### config.mk
export PLATFORM = sky130hd
export DESIGN_NAME = trig_lut_sched_flat
export DESIGN_NICKNAME = d
export VERILOG_FILES = /design/src/rtl/trig_lut_sched_if.sv /design/src/rtl/trig_lut_sched.sv /design/src/flat_wrapper.sv
export SDC_FILE = /design/constraint.sdc
export NUM_CORES = 1
export LEC_CHECK = 0
export ABC_AREA = 0
export BUFFER_PORTS_ARGS = -buffer_cell sky130_fd_sc_hd__buf_4
export CAP_MARGIN = 20
export CORE_MARGIN = 5
export CORE_UTILIZATION = 55
export CTS_BUF_LIST = sky130_fd_sc_hd__clkbuf_4
export DETAILED_ROUTE_END_ITERATION = 12
export PLACE_DENSITY = 0.83
export SLEW_MARGIN = 15
export SYNTH_ARGS = -nofsm -noshare
export SYNTH_HDL_FRONTEND = slang
export SYNTH_SLANG_ARGS = --single-unit
### constraint.sdc
create_clock -name clk -period 4.05 [get_ports clk]
set_input_delay 0.81 -clock clk [delete_from_list [all_inputs] [get_ports clk]]
set_output_delay 0.81 -clock clk [all_outputs]
set_load 0.005 [all_outputs]
### src/rtl/trig_lut_sched_if.sv
// ============================================================================
// Module   : trig_lut_sched_if
// Brief    : Request/response and shared-sine-table bundle for trig_lut_sched.
// Revision : 1.0 - initial release
// ============================================================================
`default_nettype none

interface trig_lut_sched_if #(
    parameter int NREQ = 3,
    parameter int AW   = 10,
    parameter int DW   = 8,
    parameter int IDW  = 2
);
    logic [NREQ-1:0]        req;
    logic [NREQ*AW-1:0]     angle_in;
    logic [NREQ-1:0]        cos_sel;
    logic [NREQ-1:0]        ack;
    logic [AW-1:0]          lut_angle;
    logic signed [DW-1:0]   lut_data;
    logic                   rsp_valid;
    logic [IDW-1:0]         rsp_id;
    logic signed [DW-1:0]   rsp_data;
    logic                   busy;

    // The environment side owns both the requesters and the sine table itself.
    modport master (
        output req, angle_in, cos_sel, lut_data,
        input  ack, lut_angle, rsp_valid, rsp_id, rsp_data, busy
    );

    modport slave (
        input  req, angle_in, cos_sel, lut_data,
        output ack, lut_angle, rsp_valid, rsp_id, rsp_data, busy
    );
endinterface

`default_nettype wire

### src/rtl/trig_lut_sched.sv
// ============================================================================
// Module   : trig_lut_sched
// Brief    : Round-robin scheduler sharing one sine table between NREQ angle
//            requesters; optional cosine offset enabled by macro TRIG_COS_EN.
// Revision : 1.0 - initial release
// ============================================================================
`default_nettype none

module trig_lut_sched #(
    parameter int NREQ = 3,
    parameter int AW   = 10,
    parameter int DW   = 8,
    parameter int IDW  = 2
) (
    input  logic                clk,
    input  logic                rst,
    trig_lut_sched_if.slave     bus
);

`ifdef TRIG_COS_EN
    // One extra bit so angle+90 cannot wrap before normalisation.
    localparam int WW = AW + 1;
`else
    localparam int WW = AW;
`endif

    localparam logic [WW-1:0] C_FULL_TURN = WW'(360);

    localparam logic [1:0] S_IDLE = 2'd0;
    localparam logic [1:0] S_NORM = 2'd1;
    localparam logic [1:0] S_LOOK = 2'd2;

    logic [1:0]             state_q, state_d;
    logic [IDW-1:0]         rr_ptr_q, rr_ptr_d;
    logic [WW-1:0]          work_q, work_d;
    logic [IDW-1:0]         id_q, id_d;
    logic [NREQ-1:0]        ack_q, ack_d;
    logic [AW-1:0]          lut_angle_q, lut_angle_d;
    logic                   rsp_valid_q, rsp_valid_d;
    logic [IDW-1:0]         rsp_id_q, rsp_id_d;
    logic signed [DW-1:0]   rsp_data_q, rsp_data_d;
    logic                   busy_q, busy_d;

    logic                   w_grant_vld;
    logic [IDW-1:0]         w_grant_idx;
    logic [IDW:0]           w_cand;
    logic [IDW:0]           w_rr_inc;
    logic [IDW-1:0]         w_rr_next;
    logic [AW-1:0]          w_sel_angle;
    logic [WW-1:0]          w_start_work;

    // First pending requester at or after rr_ptr, wrapping at NREQ.
    always_comb begin
        w_grant_vld = 1'b0;
        w_grant_idx = '0;
        w_cand      = '0;
        for (int k = 0; k < NREQ; k++) begin
            w_cand = {1'b0, rr_ptr_q} + (IDW+1)'(k);
            if (w_cand >= (IDW+1)'(NREQ)) begin
                w_cand = w_cand - (IDW+1)'(NREQ);
            end
            if (!w_grant_vld && bus.req[w_cand[IDW-1:0]]) begin
                w_grant_vld = 1'b1;
                w_grant_idx = w_cand[IDW-1:0];
            end
        end
    end

    always_comb begin
        w_rr_inc  = {1'b0, w_grant_idx} + (IDW+1)'(1);
        w_rr_next = (w_rr_inc >= (IDW+1)'(NREQ)) ? '0 : w_rr_inc[IDW-1:0];
    end

    assign w_sel_angle = bus.angle_in[int'(w_grant_idx)*AW +: AW];

`ifdef TRIG_COS_EN
    assign w_start_work = WW'(w_sel_angle)
                        + (bus.cos_sel[w_grant_idx] ? WW'(90) : WW'(0));
`else
    logic w_unused_cos;
    assign w_unused_cos = ^bus.cos_sel;
    assign w_start_work = WW'(w_sel_angle);
`endif

    // State register
    always_ff @(posedge clk or posedge rst) begin
        if (rst) begin
            state_q <= S_IDLE;
        end else begin
            state_q <= state_d;
        end
    end

    // Next-state logic
    always_comb begin
        state_d = state_q;
        case (state_q)
            S_IDLE:  if (w_grant_vld) state_d = S_NORM;
            S_NORM:  if (work_q < C_FULL_TURN) state_d = S_LOOK;
            S_LOOK:  state_d = S_IDLE;
            default: state_d = S_IDLE;
        endcase
    end

    // Output / datapath next values
    always_comb begin
        rr_ptr_d    = rr_ptr_q;
        work_d      = work_q;
        id_d        = id_q;
        ack_d       = '0;
        lut_angle_d = lut_angle_q;
        rsp_valid_d = 1'b0;
        rsp_id_d    = rsp_id_q;
        rsp_data_d  = rsp_data_q;
        case (state_q)
            S_IDLE: begin
                if (w_grant_vld) begin
                    ack_d    = NREQ'(1) << w_grant_idx;
                    work_d   = w_start_work;
                    id_d     = w_grant_idx;
                    rr_ptr_d = w_rr_next;
                end
            end
            S_NORM: begin
                if (work_q >= C_FULL_TURN) begin
                    work_d = work_q - C_FULL_TURN;
                end else begin
                    lut_angle_d = work_q[AW-1:0];
                end
            end
            S_LOOK: begin
                rsp_data_d  = bus.lut_data;
                rsp_id_d    = id_q;
                rsp_valid_d = 1'b1;
                lut_angle_d = '0;
            end
            default: ;
        endcase
        busy_d = (state_d != S_IDLE);
    end

    always_ff @(posedge clk or posedge rst) begin
        if (rst) begin
            rr_ptr_q    <= '0;
            work_q      <= '0;
            id_q        <= '0;
            ack_q       <= '0;
            lut_angle_q <= '0;
            rsp_valid_q <= 1'b0;
            rsp_id_q    <= '0;
            rsp_data_q  <= '0;
            busy_q      <= 1'b0;
        end else begin
            rr_ptr_q    <= rr_ptr_d;
            work_q      <= work_d;
            id_q        <= id_d;
            ack_q       <= ack_d;
            lut_angle_q <= lut_angle_d;
            rsp_valid_q <= rsp_valid_d;
            rsp_id_q    <= rsp_id_d;
            rsp_data_q  <= rsp_data_d;
            busy_q      <= busy_d;
        end
    end

    assign bus.ack       = ack_q;
    assign bus.lut_angle = lut_angle_q;
    assign bus.rsp_valid = rsp_valid_q;
    assign bus.rsp_id    = rsp_id_q;
    assign bus.rsp_data  = rsp_data_q;
    assign bus.busy      = busy_q;

endmodule

`default_nettype wire

### src/flat_wrapper.sv
// flat-port wrapper written by rule: the top's interface ports become plain ports
module trig_lut_sched_flat 
#(
    parameter int NREQ = 3,
    parameter int AW   = 10,
    parameter int DW   = 8,
    parameter int IDW  = 2
)
  (clk, rst, bus_req, bus_angle_in, bus_cos_sel, bus_lut_data, bus_ack, bus_lut_angle, bus_rsp_valid, bus_rsp_id, bus_rsp_data, bus_busy);
  trig_lut_sched_if #(.NREQ(NREQ), .AW(AW), .DW(DW), .IDW(IDW)) bus_i ();
  input  logic clk;
  input  logic rst;
  input wire logic [$bits(bus_i.req)-1:0] bus_req;
  input wire logic [$bits(bus_i.angle_in)-1:0] bus_angle_in;
  input wire logic [$bits(bus_i.cos_sel)-1:0] bus_cos_sel;
  input wire logic [$bits(bus_i.lut_data)-1:0] bus_lut_data;
  output wire logic [$bits(bus_i.ack)-1:0] bus_ack;
  output wire logic [$bits(bus_i.lut_angle)-1:0] bus_lut_angle;
  output wire logic [$bits(bus_i.rsp_valid)-1:0] bus_rsp_valid;
  output wire logic [$bits(bus_i.rsp_id)-1:0] bus_rsp_id;
  output wire logic [$bits(bus_i.rsp_data)-1:0] bus_rsp_data;
  output wire logic [$bits(bus_i.busy)-1:0] bus_busy;
  assign bus_i.req = bus_req;
  assign bus_i.angle_in = bus_angle_in;
  assign bus_i.cos_sel = bus_cos_sel;
  assign bus_i.lut_data = bus_lut_data;
  assign bus_ack = bus_i.ack;
  assign bus_lut_angle = bus_i.lut_angle;
  assign bus_rsp_valid = bus_i.rsp_valid;
  assign bus_rsp_id = bus_i.rsp_id;
  assign bus_rsp_data = bus_i.rsp_data;
  assign bus_busy = bus_i.busy;
  trig_lut_sched #(.NREQ(NREQ), .AW(AW), .DW(DW), .IDW(IDW)) u_core (.clk(clk), .rst(rst), .bus(bus_i));
endmodule
; Word-level counts from Yosys, hierarchy flattened
; Cells that the tools add are included.
[totals]
input_bits = 46
word_cells = 72
out_inout_bits = 25
regBits = 41
[classes]
n_addsub = 7
magnitude_cmp = 9
n_reduce_logical = 11
multipliers = 1
shifts = 2
mux = 27
n_eq_ne = 5
[ops]
columns = cell, n
row1 = one-hot mux 10 bit (2 select lines), 2
row2 = indexed part select 30 x 32 -> 10 bit, 1
row3 = two-way mux 10 bit, 3
row4 = two-way mux 2 bit, 9
row5 = ">= comparator 10 x 9 -> 1 bit, second input constant", 1
row6 = "less-than comparator 10 x 9 -> 1 bit, second input constant", 1
row7 = "subtractor 10 x 9 -> 10 bit, second input constant", 1
row8 = ">= comparator 3 x 2 -> 1 bit, second input constant", 3
row9 = "less-than comparator 2 x 3 -> 1 bit, second input constant", 3
row10 = two-way mux 1 bit, 7
row11 = "adder 2 x 1 -> 3 bit, second input constant", 2
row12 = binary-select mux 1 bit (select 2 bit), 3
row13 = two-way mux 3 bit, 2
row14 = nonzero test 2 bit, 3
row15 = "subtractor 2 bit, second input constant", 3
row16 = "multiplier 2 x 3 -> 5 bit, second input constant", 1
row17 = "!= test 2 x 1 -> 1 bit, second input constant", 2
row18 = one-hot mux 2 bit (2 select lines), 1
row19 = AND reduction 2 bit, 2
row20 = "adder 2 x 2 -> 3 bit, second input constant", 1
row21 = AND reduction 3 bit, 1
row22 = "left shift 1 x 2 -> 3 bit, first input constant", 1
row23 = "== test 2 x 1 -> 1 bit, second input constant", 1
row24 = "== test 2 bit, second input constant", 1
row25 = 5 further kinds, 7

; Longest topological paths before layout
; Gate-level depths: netlist of run 1.
[logic_depth]
ltp_word = 15
depth_mapped = 10

; Worst setup path after synthesis of run 1
; No wires, ideal clock.
[synth_timing]
kind = input to register
startpoint = input bus_req[1]
endpoint = register u_core.id_q[0]
arrival_time_ns = 2.079
setup_ns = 0.125
cell_stages = 6
required_ns = 3.925
setup_slack_ns = 1.845
path_cell_list = mux2i_2 -> mux2i_2 -> o41a_4 -> nand2_4 -> nor2_4 -> mux2_4
[synth_between]
elab_chain_len = 10
word_cells_on_any_way = 17
classes_between = mux (12) / reduce/logical (5)
[synth_lines]
columns = item, line_no
row1 = start: declaration, flat_wrapper.sv:13  ; input wire logic [$bits(bus_i.req)-1:0] bus_req;
row2 = binary-select mux 1 bit (select 2 bit), trig_lut_sched.sv:62  ; if (!w_grant_vld && bus.req[w_cand[IDW-1:0]]) begin
row3 = two-way mux 1 bit (not written as such), trig_lut_sched.sv:62
row4 = two-way mux 1 bit, trig_lut_sched.sv:62
row5 = logical NOT 1 bit, trig_lut_sched.sv:62
row6 = logical AND 1 bit, trig_lut_sched.sv:62
row7 = two-way mux 1 bit, trig_lut_sched.sv:62
row8 = logical NOT 1 bit, trig_lut_sched.sv:62
row9 = logical AND 1 bit, trig_lut_sched.sv:62
row10 = two-way mux 1 bit, trig_lut_sched.sv:62
row11 = AND reduction 2 bit (no line), n/a
row12 = end signal: assignment, trig_lut_sched.sv:156  ; id_q <= id_d;
row13 = end: declaration, trig_lut_sched.sv:36  ; logic [IDW-1:0] id_q, id_d;
; Several ways; a longest one is shown, not always the timed one. The select of a mux whose other input is x is not followed.
; A chain may end at the register's enable or synchronous reset.

; Worst setup path in the final report of run 1
[layout_timing]
startpoint = register u_core.rr_ptr_q[1]
endpoint = register u_core.work_q[7]
[layout_between]
elab_chain_len = 15
word_cells_on_any_way = 33
classes_between = add/sub (5) / mul (1) / order compare (3) / eq/ne (1) / shift (1) / mux (17) / reduce/logical (5)
[layout_lines]
columns = item, line_no
row1 = start: declaration, trig_lut_sched.sv:34  ; logic [IDW-1:0] rr_ptr_q, rr_ptr_d;
row2 = start signal: assignment, trig_lut_sched.sv:154  ; rr_ptr_q <= rr_ptr_d;
row3 = "parallel branches: the longest is 15 deep, another holds multiplier 2 x 3 -> 5 bit", n/a
row4 = end signal: assignment, trig_lut_sched.sv:155  ; work_q <= work_d;
row5 = end: declaration, trig_lut_sched.sv:35  ; logic [WW-1:0] work_q, work_d;
; Several ways; the timed one is not identified. The select of a mux whose other input is x is not followed.

==> results.ini, run 1 <==
[sta]
setup_ws_ps = 1390
timing.hold.ws_ps = 495
drv_slew = 0
timing.final.crit_share_pct = 65.6
hold_viol_final = 0
fin_crit_ps = 2660
fmax_mhz = 376
finalSetupViolations = 0
relSlewSlack_pct = 49.5
rsz0062_at_grt = no
finalSetupTns_ps = 0
finalClockSkew_ps = 6.78
worst_pin_slew_ps = 756

[clock_network]
htreeDepth = 2
cts_setup_buffers = 0
cts_resized = 0
cts_buffers = 5
cts.sinks = 41
cts-hold-fix-buffers = 0
cts_tree = yes
clock_path_buffers = 2
cts.clk_slew.worst_paths_ps = 110
cts-root-buf = clkbuf_4
clkLatencyLatePin_ps = 350

[worst_setup_path]
slowest_stage = nor2_2
critPathArrivalTime_ps = 2920
crit_chain = inv_1 -> ha_1 -> mux2i_1 -> o21ai_1 -> o221a_2 -> nor2_2 -> o2bb2ai_1 -> a221oi_2
start_kind = flop
cp_data_required_time_ps = 4310
cp_num_buf_inv = 1
critical_path.top_delay_family = compound AO/OA/AOI/OAI gates
worstSetupEndpointType = flop
critPathKind = flop to flop
cpPeakStageDelay_ps = 490
rrSetupSlack_ps = 1390
crit_fanout = 16

[floorplanning]
pin_count = 71
num_rows = 23
dieArea_mm2 = 0.00551
initial_core_util_pct = 56.7
coreArea_mm2 = 0.00400
die_h_um = 74.2
die_w_um = 74.2

[synthesis]
yosysWarnings = 0
synth_compound_area_share_pct = 18.2
ys.flop_type = dfrtp_1
synth_edf_count = 0
netlist_area_mm2 = 0.00227
syn_avg_cell_area_um2 = 9.73
async_flop_share_pct = 100
syn_nets = 284
synthAdderAreaFrac_pct = 2.76
synth-xor-area-share_pct = 0
ys_seq_area_share_pct = 45.3
yosysUniqueCellTypes = 53
muxShareOfSynthArea_pct = 9.27
synth_top_family_by_area = simple AND/OR/NAND/NOR gates
yosys.area_share.simple_pct = 19.4
syn_inst = 233
ys_ff_latch = 41

[power_and_ir_drop]
peakVddDrop_v = 0.000426
p_leak_nw = 1.41
power_density_mw_per_mm2 = 828

[route]
postRouteAntennaNets = 0
drc = 0
drt_pass1_iterations = 4
via_per_inst = 5.58
drt-total-wl_um = 5200
wl_per_cell_um = 14.9
drt_first_iter_violations = 121
vias = 1954

[placed_design]
hpwl_um = 4010
place_area_mm2 = 0.00278
pre_cts_slack_ps = 1440
gp_congestion = 0.857
io_buffers = 67

[job]
cap_viol_max_count = 0

[grt]
overflow = 0
antenna_found_initial = 0
grt_use_total_pct = 20.1
grt_pass1_vias = 1824
grt_pass1_wl_um = 8560
grt_max_degree = 27

[final_layout]
fin_area_mm2 = 0.00284
layout_commonest_cell = buf_4
final_cell_mix = 68 x buf_4, 41 x dfrtp_1, 24 x nand2_1
drive_gt1_share_pct = 34.3
areaGrowthSynthToFinish_pct = 25.3
utilization_pct = 71.0
final_nets = 350
diodes = 0

[run_status]
run_status = finished, final reports clean

[hold_path]
hp-class = flop to flop

-- worst paths after layout --
path / startpoint / endpoint / depth (start not counted)
setup reg to reg: u_core.rr_ptr_q[1]$_DFFE_PP0P_ / u_core.work_q[7]$_DFFE_PP0P_ / 8
hold / removal: u_core.id_q[1]$_DFFE_PP0P_ / u_core.id_q[1]$_DFFE_PP0P_ / 1
hold reg to reg: u_core.id_q[1]$_DFFE_PP0P_ / u_core.id_q[1]$_DFFE_PP0P_ / 1
min in group asynchronous: rst / u_core.bus.lut_angle[4]$_DFFE_PP0P_ / 2
max in group asynchronous: rst / u_core.state_q[0]$_DFF_PP0_ / 4
setup / recovery: u_core.rr_ptr_q[1]$_DFFE_PP0P_ / u_core.work_q[7]$_DFFE_PP0P_ / 8
-- sequential cells by signal, indices dropped and copies added (netlist names) --
name                  count
u_core.bus.busy           1
u_core.rr_ptr_q           2
u_core.bus.ack            3
u_core.bus.lut_angle     10
u_core.bus.rsp_valid      1
u_core.state_q            2
u_core.bus.rsp_data       8
u_core.work_q            10
u_core.bus.rsp_id         2
u_core.id_q               2
-- area by class of cell --
cell class | count | area, µm²
timing repair buffer | 69 | 526
tap | 50 | 62.6
clock inverter | 3 | 12.5
fill | 324 | 1160
sequential | 41 | 1030
inverter | 14 | 52.6
multi-input combinational | 168 | 1120
clock buffer | 5 | 37.5
-- metrics by stage --
step / total power, mW / std cells
3_5_place_dp: 2.17 / 341
2_1_floorplan: 1.80 / 233
3_3_place_gp: 2.12 / 341
4_1_cts: 2.35 / 349
5_1_grt: 2.58 / 350
6_report: 2.35 / 350
-- worst reg2reg max path, cell delays in order (launching register included) --
cell and delay (ps):
dfrtp_1 420, inv_1 100, ha_1 360, mux2i_1 270
o21ai_1 130, o221a_2 350, nor2_2 490, o2bb2ai_1 190
a221oi_2 260
-- synthesized netlist by cell type, types with 2 or more instances --
library cell | count | area share [%]
a21boi_0 | 2 | 0.66
a21oi_1 | 8 | 1.8
a311oi_1 | 2 | 0.77
a31oi_1 | 4 | 1.1
and3_1 | 9 | 2.5
buf_6 | 3 | 1.5
clkbuf_1 | 5 | 0.83
dfrtp_1 | 41 | 45
ha_1 | 5 | 2.8
inv_1 | 13 | 2.2
mux2_2 | 10 | 5.0
mux2_4 | 2 | 1.3
mux2i_1 | 4 | 1.8
mux2i_2 | 2 | 1.2
nand2_1 | 24 | 4.0
nand2b_1 | 2 | 0.55
nand3_1 | 17 | 3.8
nand3b_1 | 2 | 0.66
nor2_1 | 19 | 3.1
nor2_2 | 2 | 0.55
nor3b_1 | 2 | 0.66
o211ai_1 | 3 | 0.99
o21a_1 | 2 | 0.66
o21ai_0 | 16 | 3.5
o22ai_1 | 3 | 0.83
o31ai_1 | 4 | 1.3
-- power by group --
group / switching (mW) / internal [mW]
registers: 0.117 / 0.602
clock network: 0.125 / 0.0628
logic: 0.797 / 0.649
total: 1.04 / 1.31
-- cell families after synthesis --
logic type	count (synthesis)
AND/OR/NAND/NOR	87
adder cells (fa/ha/maj)	5
AO/OA/AOI/OAI	58
multiplexers	18
flip-flops	41
buffers and inverters	24
-- routing by layer --
metal / global-route usage [%] / vias to the layer above / wire length [µm]
met4: 6.64 / 0 / 70
li1: - / 965 / -
met3: 4.05 / 8 / 386
met1: 28.9 / 900 / 2320
met2: 30.6 / 81 / 2430
met5: 0 / - / 0
Power figures use the tool's default switching activity.
==> run 2, diff against run 1 <==
- CORE_UTILIZATION: 55 -> 48
- PLACE_DENSITY: 0.83 -> 0.77
- clock period: 4.05 -> 2.35 ns (I/O delays scaled with it)
==> run 2 against run 1 <==
Effect of this change:
- wire length up 6.5%
- via count rose by 1.8%
- cell area up 6.4%
- critical path depth unchanged
- total power grew 94%
==> results.ini, run 2 (synthesis gave the netlist of run 1 again) <==
[run_status]
run_status = finished, final reports clean

[clock_network]
htreeDepth = 2  ; unchanged
cts_buffers = 5  ; unchanged
clock_path_buffers = 2  ; unchanged
cts_tree = yes
cts-root-buf = clkbuf_4
cts.sinks = 41  ; unchanged
cts-hold-fix-buffers = 0  ; unchanged
clkLatencyLatePin_ps = 350  ; about the same
cts.clk_slew.worst_paths_ps = 110  ; about the same

[route]
postRouteAntennaNets = 0  ; unchanged
vias = 1989  ; +1.8%
drt-total-wl_um = 5540  ; +6.5%
drt_first_iter_violations = 110  ; -9.1%
via_per_inst = 5.43  ; -2.7%
drt_pass1_iterations = 4  ; unchanged
drc = 0  ; unchanged
wl_per_cell_um = 15.1  ; +1.9%

[floorplanning]
initial_core_util_pct = 48.6  ; -8.0 points
num_rows = 25  ; +8.7%
pin_count = 71  ; unchanged
die_h_um = 78.7  ; +6.1%
die_w_um = 78.7  ; +6.1%
coreArea_mm2 = 0.00466  ; +17%
dieArea_mm2 = 0.00620  ; +13%

[worst_setup_path]
crit_chain = inv_1 -> ha_2 -> nand3b_1 -> o41ai_2 -> o221a_2 -> or2_4 -> a221o_1 -> a22oi_2
crit_fanout = 10  ; -6
worstRegToRegCells = 8  ; unchanged
worstSetupEndpointType = flop
rrSetupSlack_ps = 80  ; -1310 ps
critPathCapture = u_core.work_q[4]$_DFFE_PP0P_
critical_path_cell_count = 8  ; unchanged
critical_path.top_delay_family = compound AO/OA/AOI/OAI gates
reg2reg_to = u_core.work_q[4]$_DFFE_PP0P_
cpPeakStageDelay_ps = 410  ; -80 ps
start_kind = flop
slowest_stage = dfrtp_1
r2r_start = u_core.rr_ptr_q[0]$_DFFE_PP0P_
crit_start = u_core.rr_ptr_q[0]$_DFFE_PP0P_
cp_num_buf_inv = 1  ; unchanged
critPathKind = flop to flop
cp_data_required_time_ps = 2630  ; -1680 ps
critPathArrivalTime_ps = 2540  ; -380 ps

[placed_design]
dp.cells = 356  ; +4.4%
io_buffers = 67  ; unchanged
hpwl_um = 4150  ; +3.7%
place_area_mm2 = 0.00286  ; +3.2%
gp_congestion = 0.847  ; -1.2%
pre_cts_slack_ps = 5.16  ; -1430 ps

[final_layout]
layout_commonest_cell = buf_4
finalNonFillerCells = 366  ; +4.6%
utilization_pct = 64.8  ; -6.2 points
fin_area_mm2 = 0.00302  ; +6.4%
areaGrowthSynthToFinish_pct = 33.3
final_cell_mix = 81 x buf_4, 41 x dfrtp_1, 24 x nand2_1
final_nets = 362  ; +3.4%
diodes = 0  ; unchanged
drive_gt1_share_pct = 40.4  ; +6.1 points

[sta]
finalSetupTns_ps = 0  ; unchanged
timing.final.crit_share_pct = 96.4  ; +31 points
setup_ws_ps = 84.4  ; -1310 ps
finalSetupViolations = 0  ; unchanged
worst_pin_slew_ps = 739  ; -16.4 ps
fmax_mhz = 441  ; +17%
relSlewSlack_pct = 50.6  ; +1.1 points
hold_viol_final = 0  ; unchanged
finalClockSkew_ps = 7.10  ; +0.318 ps
fin_crit_ps = 2270  ; -392 ps
drv_slew = 0  ; unchanged

[power_and_ir_drop]
p_leak_nw = 1.49  ; +5.7%
peakVddDrop_v = 0.000680  ; +60%
power_density_mw_per_mm2 = 1510  ; +82%

[grt]
antenna_found_initial = 0  ; unchanged
grt_use_total_pct = 18.1  ; -2.0 points
grt_max_degree = 42  ; +56%
grt_pass1_wl_um = 8940  ; +4.4%
grt_pass1_vias = 1909  ; +4.7%
overflow = 0  ; unchanged

[hold_path]
hp-class = primary input to async pin

[job]
cap_viol_max_count = 0  ; unchanged

==> run 2: power breakdown <==
part	switching [mW]	internal, mW	total [mW]	leakage, nW
combinational	1.50	1.37	2.87	0.947
sequential	0.192	1.04	1.23	0.504
clock	0.219	0.233	0.453	0.0433
total	1.91	2.64	4.55	1.49
==> run 2: per-layer routing <==
metal | up-vias | part of all wire [%] | GRT usage [%]
met5 | - | 0 | 0
met4 | 0 | 1.7 | 6.99
met3 | 9 | 7.1 | 3.63
met2 | 70 | 47 | 28.0
met1 | 925 | 44 | 25.0
li1 | 985 | - | -
==> run 2: how the worst min path moves through the flow <==
stage | cells past startpoint | start | to
2_1_floorplan | 2 | u_core.work_q[0]$_DFFE_PP0P_ | u_core.bus.lut_angle[0]$_DFFE_PP0P_
3_3_place_gp | 2 | u_core.work_q[1]$_DFFE_PP0P_ | u_core.bus.lut_angle[1]$_DFFE_PP0P_
3_5_place_dp | 2 | u_core.work_q[1]$_DFFE_PP0P_ | u_core.bus.lut_angle[1]$_DFFE_PP0P_
4_1_cts | 3 | rst | u_core.bus.rsp_data[1]$_DFFE_PP0P_
5_1_grt | 3 | rst | u_core.bus.rsp_data[1]$_DFFE_PP0P_
6_report | 3 | rst | u_core.bus.rsp_data[1]$_DFFE_PP0P_
==> run 2: stage by stage <==
| step | hold WS [ps] | total power [mW] |
|---|---|---|
| floorplan | 439 | 3.11 |
| global placement | 463 | 3.86 |
| detailed placement | 463 | 3.94 |
| CTS | 243 | 4.40 |
| global route | 292 | 4.94 |
| finish | 241 | 4.55 |
==> run 2: final cells by class <==
class	count	area, µm²
fillers	395	1640
multi-input cells	168	1190
flip-flops and latches	41	1030
repair buffers	81	608
well taps	54	67.6
inverters	14	52.6
clock buffers	6	45.0
clock inverters	2	33.8
==> run 2: repair_timing <==
item,in CTS,in global routing
pin swaps,0,1
resized for setup,1,13
endpoints found under the setup margin,3,16
setup buffers,0,2
==> run 2: worst reg2reg max path, cell delays in order (launching register included) <==
cell	delay, ps
dfrtp_1	410
inv_1	110
ha_2	360
nand3b_1	170
o41ai_2	100
o221a_2	310
or2_4	260
a221o_1	370
a22oi_2	120
==> run 3, diff against run 2 <==
- BUFFER_PORTS_ARGS: -buffer_cell sky130_fd_sc_hd__buf_4 -> -buffer_cell sky130_fd_sc_hd__clkbuf_2
- RECOVER_POWER: unset -> 100
==> run 3 against run 2 <==
Effect of this change:
- sequential cell count unchanged
- via count increased by 0.40%
- sequential power about the same
- utilization decreased by 5.1 points
- fmax increased by 1.2%
- cell area decreased by 7.9%
- setup slack improved by 27 ps
- global-route usage increased by 0.15 points
- die area unchanged
- total power decreased by 6.1%
- sequential share of layout area increased by 3.0 points
- count of clock-buffer cells in the layout unchanged
- highest routed layer unchanged
==> results.ini, run 3 (synthesis gave the netlist of run 1 again) <==
[run_status]
run_status = finished, final reports clean

[power_and_ir_drop]
internal_power_mw = 2.39  ; -9.6%
power_density_mw_per_mm2 = 1540  ; +2.0%
clkPwrFrac_pct = 7.6  ; -2.3 points
peakVddDrop_v = 0.000736  ; +8.2%
sw_frac_of_total_pct = 44.1  ; +2.2 points
combPwrFrac_pct = 63.5  ; +0.4 points
power.switching_mw = 1.88  ; -1.2%
p_leak_nw = 1.38  ; -7.4%
seqPwrFrac_pct = 28.9  ; +1.9 points

[final_layout]
areaGrowthSynthToFinish_pct = 22.7
fill_cells = 427  ; +8.1%
diodes = 0  ; unchanged
drive_gt1_share_pct = 35.0  ; -5.4 points
final_nets = 360  ; -0.55%
fin_area_mm2 = 0.00278  ; -7.9%
final_cell_mix = 57 x clkbuf_2, 40 x dfrtp_1, 24 x nand2_1
layout_commonest_cell = clkbuf_2

[route]
drc = 0  ; unchanged
vias = 1997  ; +0.40%
drt_first_iter_violations = 115  ; +4.5%
via_per_inst = 5.50  ; +1.2%
postRouteAntennaNets = 0  ; unchanged
wl_per_cell_um = 15.1  ; -0.34%
drt-total-wl_um = 5480  ; -1.2%
drt_pass1_iterations = 5  ; +1

[grt]
antenna_found_initial = 0  ; unchanged
grt_use_total_pct = 18.2  ; +0.15 points
grt_pass1_vias = 1936  ; +1.4%
grt_pass1_wl_um = 9080  ; +1.5%
grt_max_degree = 42  ; unchanged
overflow = 0  ; unchanged

[worst_setup_path]
critPathKind = flop to flop
critPathArrivalTime_ps = 2500  ; -40 ps
start_kind = flop
worstSetupEndpointType = flop
cp_data_required_time_ps = 2620  ; about the same
crit_fanout = 5  ; -5

[placed_design]
pre_cts_slack_ps = -36.1  ; -41.3 ps
io_buffers = 67  ; unchanged
gp_congestion = 0.890  ; +5.0%
place_area_mm2 = 0.00270  ; -5.7%
hpwl_um = 4200  ; +1.2%

[sta]
relSlewSlack_pct = 33.8  ; -17 points
finalClockSkew_ps = 5.68  ; -1.41 ps
worst_pin_slew_ps = 992  ; +253 ps
drv_slew = 0  ; unchanged
setup_ws_ps = 111  ; +26.7 ps
hold_viol_final = 0  ; unchanged
finalSetupViolations = 0  ; unchanged
timing.final.crit_share_pct = 95.3  ; -1.1 points
fmax_mhz = 447  ; +1.2%
fin_crit_ps = 2240  ; -26.7 ps

[floorplanning]
die_w_um = 78.7  ; unchanged
num_rows = 25  ; unchanged
die_h_um = 78.7  ; unchanged
pin_count = 71  ; unchanged
coreArea_mm2 = 0.00466  ; unchanged
dieArea_mm2 = 0.00620  ; unchanged
initial_core_util_pct = 48.6  ; unchanged

[clock_network]
cts_tree = yes
cts_buffers = 5  ; unchanged
htreeDepth = 2  ; unchanged
cts.sinks = 41  ; unchanged
clkLatencyLatePin_ps = 330  ; -20 ps
cts.clk_slew.worst_paths_ps = 110  ; about the same
cts-root-buf = clkbuf_4
cts-hold-fix-buffers = 0  ; unchanged
clock_path_buffers = 2  ; unchanged

[job]
cap_viol_max_count = 0  ; unchanged

[hold_path]
hp-class = primary input to flop

-- run 3: per-layer routing --
metal  part of all wire, %  global-route usage (%)  routed length (µm)
met1                    46                    24.5                2530
met2                    46                    29.2                2540
met3                   5.9                    3.63                 324
met4                   1.5                    6.82                  80
met5                     0                       0                   0
-- run 3: area by class of cell --
class,instances,area (µm²),area share [%]
flip-flops and latches,41,1030,36.9
clock buffers,6,45.0,1.62
repair buffers,79,414,14.9
well taps,54,67.6,2.43
multi-input cells,168,1170,42.1
inverters,14,52.6,1.89
clock inverters,1,3.75,0.135
-- run 3: power by group through the flow --
stage	registers [mW]	clock network [mW]	logic (mW)
finish	1.23	0.324	2.71
global route	1.28	0.360	3.01
CTS	1.23	0.339	2.65
detailed placement	1.25	0	2.62
global placement	1.23	0	2.54
floorplan	1.23	0	1.88
-- run 3: metrics by stage --
stage | power, mW | hold WS (ps) | TNS (ps) | utilization, % | instances
finish | 4.27 | 361 | 0 | 59.7 | 363
global route | 4.65 | 347 | -12.8 | 59.7 | 363
CTS | 4.22 | 237 | 0 | 59.2 | 362
detailed placement | 3.87 | 468 | -36.1 | 57.9 | 355
global placement | 3.77 | 465 | 0 | 57.9 | 355
floorplan | 3.11 | 439 | 0 | - | 233
-- run 3: timing repair --
action | 4_1_cts | 5_1_grt
buffers inserted | 0 | 1
resized for setup | 3 | 9
endpoints found under the setup margin | 2 | 16
-- run 3: critical path, stage by stage (launching register included) --
cell,delay (ps)
dfrtp_1,360
inv_1,80
buf_4,140
ha_1,190
nand2b_1,180
mux2_4,320
o221a_2,160
or2_4,260
a221o_1,370
a22oi_2,120
-- run 3: path summary, 6_finish.rpt --
check	startpoint	to	slack, ps	cells after the start
worst max-delay path	u_core.rr_ptr_q[1]$_DFFE_PP0P_	u_core.work_q[4]$_DFFE_PP0P_	110	9
worst min-delay path	bus_lut_data[2]	u_core.bus.rsp_data[2]$_DFFE_PP0P_	360	2
worst max register to register	u_core.rr_ptr_q[1]$_DFFE_PP0P_	u_core.work_q[4]$_DFFE_PP0P_	110	9
worst min register to register	u_core.work_q[0]$_DFFE_PP0P_	u_core.work_q[0]$_DFFE_PP0P_	490	2
max in group asynchronous	rst	u_core.rr_ptr_q[0]$_DFFE_PP0P_	1260	3
min in group asynchronous	rst	u_core.bus.rsp_data[0]$_DFFE_PP0P_	420	3
